## src/rtl/ib_sar_trim_pkg.sv

```systemverilog
// Shared state encoding and front-end drive constants for the bias-current SAR trim sequencer.
package ib_sar_trim_pkg;

    typedef enum logic [2:0] {
        IDLE,
        DIODE,
        BLANK1,
        BIGDIODE,
        BLANK2,
        COMPARE,
        DECIDE,
        DONE
    } state_t;

    localparam logic [7:0] DIODE_SMALL = 8'h01;
    localparam logic [7:0] DIODE_BIG   = 8'hFF;
    localparam logic [1:0] C_CHARGE    = 2'd2;
    localparam logic [1:0] C_HOLD      = 2'd1;
    localparam logic [1:0] C_OFF       = 2'd0;
    localparam logic [7:0] IB_MID      = 8'h80;
    localparam int         CMP_CYCLES  = 3;

    function automatic logic [7:0] bit_mask(input logic [2:0] b);
        return 8'h01 << b;
    endfunction

endpackage

```

## src/rtl/ib_sar_trim_ctrl_cmp_vote.sv

```systemverilog
// Comparator synchronizer plus ones counter; majority_o is valid once all votes of a bit are in.
module cmp_vote #(
    parameter int NVOTE = 1
) (
    input  logic       clk,
    input  logic       rst_n,
    input  logic       cmp_async_i,
    input  logic       sample_i,
    input  logic       clear_i,
    output logic [3:0] ones_o,
    output logic       majority_o
);

    logic       sync1_q;
    logic       sync2_q;
    logic [3:0] ones_q;
    logic [3:0] ones_d;

    always_comb begin
        ones_d = ones_q;
        if (clear_i) begin
            ones_d = 4'd0;
        end else if (sample_i && sync2_q) begin
            ones_d = ones_q + 4'd1;
        end
    end

    always_ff @(posedge clk or negedge rst_n) begin
        if (!rst_n) begin
            sync1_q <= 1'b0;
            sync2_q <= 1'b0;
            ones_q  <= 4'd0;
        end else begin
            sync1_q <= cmp_async_i;
            sync2_q <= sync1_q;
            ones_q  <= ones_d;
        end
    end

    assign ones_o     = ones_q;
    assign majority_o = (ones_q > 4'(NVOTE / 2));

endmodule

```

## src/rtl/ib_sar_trim_ctrl.sv

```systemverilog
// SAR trim of the 8-bit bias code: per bit, NVOTE diode/blank/bigdiode/blank/compare cycles then a majority decision.
module ib_sar_trim_ctrl
    import ib_sar_trim_pkg::*;
#(
    parameter int T_PH  = 1,
    parameter int T_BL  = 1,
    parameter int NVOTE = 1
) (
    input  logic       clk,
    input  logic       reset_n,
    input  logic       start,
    input  logic       abort,
    input  logic       cmp_o,
    output logic [7:0] ib,
    output logic       res_n,
    output logic [7:0] diode,
    output logic [1:0] c1,
    output logic [1:0] c2,
    output logic       busy,
    output logic       done,
    output logic       valid,
    output logic [7:0] code_o
);

    localparam logic [15:0] PH_LOAD  = 16'(T_PH - 1);
    localparam logic [15:0] BL_LOAD  = 16'(T_BL - 1);
    localparam logic [15:0] CMP_LOAD = 16'(CMP_CYCLES - 1);
    localparam logic [3:0]  NVOTE_W  = 4'(NVOTE);

    state_t      state_q, state_d;
    logic [15:0] cnt_q, cnt_d;
    logic [3:0]  votes_q, votes_d;
    logic [2:0]  bit_q, bit_d;
    logic [7:0]  result_q, result_d;
    logic [7:0]  trial_q, trial_d;
    logic [7:0]  code_q, code_d;
    logic        valid_q, valid_d;

    logic        sample;
    logic        clear;
    logic        majority;
    logic [3:0]  ones;
    logic [3:0]  votes_inc;
    logic [7:0]  decided;
    logic        cnt_last;

    cmp_vote #(.NVOTE(NVOTE)) u_vote (
        .clk         (clk),
        .rst_n       (reset_n),
        .cmp_async_i (cmp_o),
        .sample_i    (sample),
        .clear_i     (clear),
        .ones_o      (ones),
        .majority_o  (majority)
    );

    assign cnt_last  = (cnt_q == 16'd0);
    assign votes_inc = votes_q + 4'd1;
    // result_q only holds resolved bits; the trial bit is kept unless the comparator says "too high".
    assign decided   = majority ? result_q : (result_q | bit_mask(bit_q));

    always_comb begin
        state_d  = state_q;
        cnt_d    = cnt_q;
        votes_d  = votes_q;
        bit_d    = bit_q;
        result_d = result_q;
        trial_d  = trial_q;
        code_d   = code_q;
        valid_d  = valid_q;
        sample   = 1'b0;
        clear    = 1'b0;
        if (abort && (state_q != IDLE)) begin
            state_d = IDLE;
            valid_d = 1'b0;
            votes_d = 4'd0;
            clear   = 1'b1;
        end else begin
            case (state_q)
                IDLE: begin
                    if (start && !abort) begin
                        state_d  = DIODE;
                        cnt_d    = PH_LOAD;
                        votes_d  = 4'd0;
                        bit_d    = 3'd7;
                        result_d = 8'h00;
                        trial_d  = IB_MID;
                        valid_d  = 1'b0;
                        clear    = 1'b1;
                    end
                end
                DIODE: begin
                    cnt_d = cnt_q - 16'd1;
                    if (cnt_last) begin
                        state_d = BLANK1;
                        cnt_d   = BL_LOAD;
                    end
                end
                BLANK1: begin
                    cnt_d = cnt_q - 16'd1;
                    if (cnt_last) begin
                        state_d = BIGDIODE;
                        cnt_d   = PH_LOAD;
                    end
                end
                BIGDIODE: begin
                    cnt_d = cnt_q - 16'd1;
                    if (cnt_last) begin
                        state_d = BLANK2;
                        cnt_d   = BL_LOAD;
                    end
                end
                BLANK2: begin
                    cnt_d = cnt_q - 16'd1;
                    if (cnt_last) begin
                        state_d = COMPARE;
                        cnt_d   = CMP_LOAD;
                    end
                end
                COMPARE: begin
                    cnt_d = cnt_q - 16'd1;
                    if (cnt_last) begin
                        sample  = 1'b1;
                        votes_d = votes_inc;
                        if (votes_inc < NVOTE_W) begin
                            state_d = DIODE;
                            cnt_d   = PH_LOAD;
                        end else begin
                            state_d = DECIDE;
                            cnt_d   = 16'd0;
                        end
                    end
                end
                DECIDE: begin
                    clear    = 1'b1;
                    votes_d  = 4'd0;
                    result_d = decided;
                    if (bit_q == 3'd0) begin
                        state_d = DONE;
                        trial_d = decided;
                        code_d  = decided;
                        valid_d = 1'b1;
                    end else begin
                        state_d = DIODE;
                        cnt_d   = PH_LOAD;
                        bit_d   = bit_q - 3'd1;
                        trial_d = decided | bit_mask(bit_q - 3'd1);
                    end
                end
                DONE: begin
                    state_d = IDLE;
                end
                default: begin
                    state_d = IDLE;
                end
            endcase
        end
    end

    always_ff @(posedge clk or negedge reset_n) begin
        if (!reset_n) begin
            state_q  <= IDLE;
            cnt_q    <= 16'd0;
            votes_q  <= 4'd0;
            bit_q    <= 3'd0;
            result_q <= 8'h00;
            trial_q  <= IB_MID;
            code_q   <= 8'h00;
            valid_q  <= 1'b0;
        end else begin
            state_q  <= state_d;
            cnt_q    <= cnt_d;
            votes_q  <= votes_d;
            bit_q    <= bit_d;
            result_q <= result_d;
            trial_q  <= trial_d;
            code_q   <= code_d;
            valid_q  <= valid_d;
        end
    end

    // Front-end drive is decoded straight from state so reset and abort take effect without a register stage.
    always_comb begin
        res_n = 1'b1;
        diode = DIODE_BIG;
        c1    = C_OFF;
        c2    = C_OFF;
        case (state_q)
            DIODE: begin
                diode = DIODE_SMALL;
                c1    = C_CHARGE;
            end
            BLANK1: begin
                diode = DIODE_SMALL;
            end
            BIGDIODE: begin
                res_n = 1'b0;
                c2    = C_CHARGE;
            end
            BLANK2: begin
                res_n = 1'b0;
            end
            COMPARE: begin
                res_n = 1'b0;
                c1    = C_HOLD;
                c2    = C_HOLD;
            end
            default: begin
                res_n = 1'b1;
            end
        endcase
    end

    assign ib     = (state_q == IDLE) ? (valid_q ? code_q : IB_MID) : trial_q;
    assign busy   = (state_q != IDLE) && (state_q != DONE);
    assign done   = (state_q == DONE);
    assign valid  = valid_q;
    assign code_o = code_q;

endmodule

```

## config.mk

```make
export PLATFORM = sky130hd
export DESIGN_NAME = ib_sar_trim_ctrl
export DESIGN_NICKNAME = d
export VERILOG_FILES = /design/src/rtl/ib_sar_trim_pkg.sv /design/src/rtl/ib_sar_trim_ctrl_cmp_vote.sv /design/src/rtl/ib_sar_trim_ctrl.sv
export SDC_FILE = /design/constraint.sdc
export NUM_CORES = 1
export LEC_CHECK = 0
export ABC_AREA = 1
export CAP_MARGIN = 20
export CORE_UTILIZATION = 45
export DETAILED_ROUTE_END_ITERATION = 12
export PLACE_DENSITY_LB_ADDON = 0.15
export SYNTH_ARGS = -nofsm -noshare
export SYNTH_HDL_FRONTEND = slang
export SYNTH_HIERARCHICAL = 1
export SYNTH_SLANG_ARGS = --single-unit
```

## constraint.sdc

```tcl
create_clock -name clk -period 2.5 [get_ports clk]
set_input_delay 0.375 -clock clk [delete_from_list [all_inputs] [get_ports clk]]
set_output_delay 0.375 -clock clk [all_outputs]
set_load 0.02 [all_outputs]
```

==> impl_metrics.json <==
{
  "die-area_um2": 8000,
  "clockBufferDepth": 2,
  "grt_pass1_vias": 2911,
  "synth_nets": 483,
  "cp_max_fo": 12,
  "die_w_um": 89.4,
  "clkTransAtPathRegs_ps": 70,
  "avgSynthCellArea_um2": 7.35,
  "syn_area_um2": 3440,
  "num_vias": 3068,
  "start_kind": "register",
  "min_period_ps": 2380,
  "antenna_found_initial": 0,
  "antennaDiodeCount": 0,
  "regArea_um2": 1430,
  "endpoint_kind": "output pin",
  "gp_congestion": 0.832,
  "io_pins": 37,
  "htree_levels": 3,
  "fillers": 688,
  "setup-violations-final": 0,
  "dp_cells": 588,
  "r2r_start": "cnt_q[0]",
  "cts_hold_buffers": 0,
  "ys_seq_area_share_pct": 41.5,
  "drv_cap": 0,
  "finalHoldViolations": 0,
  "rows": 31,
  "powerDensity_nw_per_um2": 1020,
  "hold_path_class": "input pin to asynchronous set/reset pin",
  "startpoint": "state_q[0]",
  "final_cells": 604,
  "port_buffers": 35,
  "status": "completed",
  "timing.final.crit_share_pct": 95.3,
  "routed_wl_um": 7860,
  "yosys.cell_types.count": 37,
  "clock-sinks": 57,
  "tightest_slew_ps": 688,
  "core_um2": 7330,
  "drtIter0Drc": 185,
  "root_buffer": "clkbuf_8",
  "drt.antenna.violating_nets": 0,
  "clock_insertion_delay_worst_skew_ps": 330,
  "multi_input_area_um2": 1640,
  "rsz0062_at_grt": "false",
  "gr-max-usage-layer": "met2",
  "p_leak_uw": 0.00212,
  "dr.pass1.iters": 5,
  "dpl.hpwl_um": 5900,
  "grt.total_usage_pct": 22.2,
  "vias_per_cell": 5.08,
  "nNetsFinal": 515,
  "worst-setup-path-type": "register to output pin",
  "drive_above_1_share_pct": 10.7,
  "finalSetupTns_ps": 0,
  "gr-total-overflow": 0,
  "arrival_ps": 2010,
  "synth_top_area_cell": "dfrtp_1",
  "synth_cells": 468,
  "grt_pass1_wl_um": 13400,
  "start_util_pct": 46.9,
  "grt_max_degree": 31,
  "peakVddDrop_mv": 0.492,
  "max_freq_mhz": 420,
  "relSlewSlack_pct": 54.1,
  "synth_top_area_share_pct": 40.7,
  "die_h_um": 89.4,
  "numCtsBuffers": 9,
  "tritoncts": "yes",
  "required_ps": 2120,
  "slew_violations": 0,
  "gr-usage-met1_pct": 27.2,
  "fin_area_um2": 4060,
  "synth_seq_cells": 57,
  "synth_area_leaders": "dfrtp_1, nand2_1, nand3_1",
  "place_area_um2": 3820,
  "area_delta_synth_final_pct": 18.0,
  "drc_errors": 0,
  "grt_use_met3_pct": 5.26,
  "synth_warnings": 6,
  "wl_per_cell_um": 13.0,
  "use_met2_pct": 39.3,
  "skew_ps": 11.8
}
[stage by stage]
stage / worst slack (ps) / hold WS (ps) / total power [µW] / utilization [%]
floorplan: 746 / 79.4 / 2760 / -
global placement: 369 / 332 / 3120 / 52.1
detailed placement: 325 / 340 / 3160 / 52.1
CTS: 74.8 / 87.7 / 4180 / 55.2
global route: 0.604 / 127 / 4480 / 55.4
finish: 118 / 79.3 / 4150 / 55.4
[metal layers]
metal | wire [µm] | share of wire [%] | vias up
li1 | - | - | 1536
met1 | 3510 | 45 | 1477
met2 | 4010 | 51 | 46
met3 | 257 | 3.3 | 9
met4 | 77 | 0.98 | 0
met5 | 0 | 0 | -
[layout by cell type, fill, tap and decap left out, types with 5 or more instances in the layout]
| cell type | synthesis | routed |
|---|---|---|
| nand4_1 | 6 | 6 |
| o21ai_1 | 17 | 17 |
| inv_2 | 10 | 10 |
| inv_1 | 52 | 52 |
| a21oi_1 | 11 | 11 |
| nand2_1 | 122 | 122 |
| o21ai_0 | 22 | 22 |
| clkdlybuf4s50_1 | 0 | 27 |
| a31oi_1 | 5 | 5 |
| clkbuf_8 | 0 | 12 |
| dfrtp_1 | 56 | 56 |
| nor2_1 | 58 | 58 |
| ha_1 | 10 | 10 |
| nand3_1 | 44 | 44 |
| nor2_2 | 6 | 6 |
[state kept, by name, summed over array words and instances (netlist names)]
name            flops
u_vote/ones_o       4
votes_q             4
state_q             3
cnt_q              16
code_o              8
bit_q               3
u_vote/sync1_q      1
result_q            8
valid               1
trial_q             8
u_vote/sync2_q      1
[power by group]
part           switching [µW]  total (µW)  internal, µW
combinational            1240        1900           657
sequential                161        1240          1080
clock                     362        1010           644
[kinds of logic (layout without fill, tap and decap cells)]
group,count (synthesis),count (layout),synth area share [%]
flip-flops,57,57,41.5
XOR/XNOR,2,2,0.509
multiplexers,2,2,0.655
AND/OR/NAND/NOR,254,254,33.0
adder cells (fa/ha/maj),10,10,3.64
buffers and inverters,81,118,10.7
other,1,1,0.109
AO/OA/AOI/OAI,61,61,9.82
[worst max-delay path: stages (launching register included)]
cell             delay, ps
dfrtp_1                470
nor2_4                 220
nand2_4                140
o21ai_0                220
clkdlybuf4s50_1        640
[synth_stat cells (all sizes together)]
master	instances
nand2	128
nor2	68
inv	62
dfrtp	56
nand3	45
o21ai	40
buf	19
a21oi	13
ha	10
nand4	6
a31oi	5
mux2	2
nand3b	2
nor3	2
o21a	2
a211oi	1
and2	1
and3	1
conb	1
dfstp	1
or2	1
xnor2	1
xor2	1
[path summary, 6_finish.rpt]
path / slack (ps) / cells past startpoint / end
max in group asynchronous: 1810 / 2 / u_vote/ones_o[3]
min reg2reg: 350 / 0 / u_vote/sync2_q
min in group clk: 350 / 0 / u_vote/sync2_q
max reg2reg: 510 / 11 / u_vote/ones_o[3]
max: 120 / 4 / ib[6]
min: 80 / 1 / cnt_q[9]
[what timing repair did]
item | 4_1_cts | 5_1_grt
buffers inserted | 0 | 0
endpoints found under the setup margin | 4 | 3
gates resized for setup | 4 | 3
[cell type report]
class,count,area share (%)
clock buffer,14,4.26
inverter,62,5.74
sequential,57,35.2
timing repair buffer,40,9.81
clock inverter,2,1.48
tap,99,3.05
multi-input combinational,330,40.5
Power figures use the tool's default switching activity.
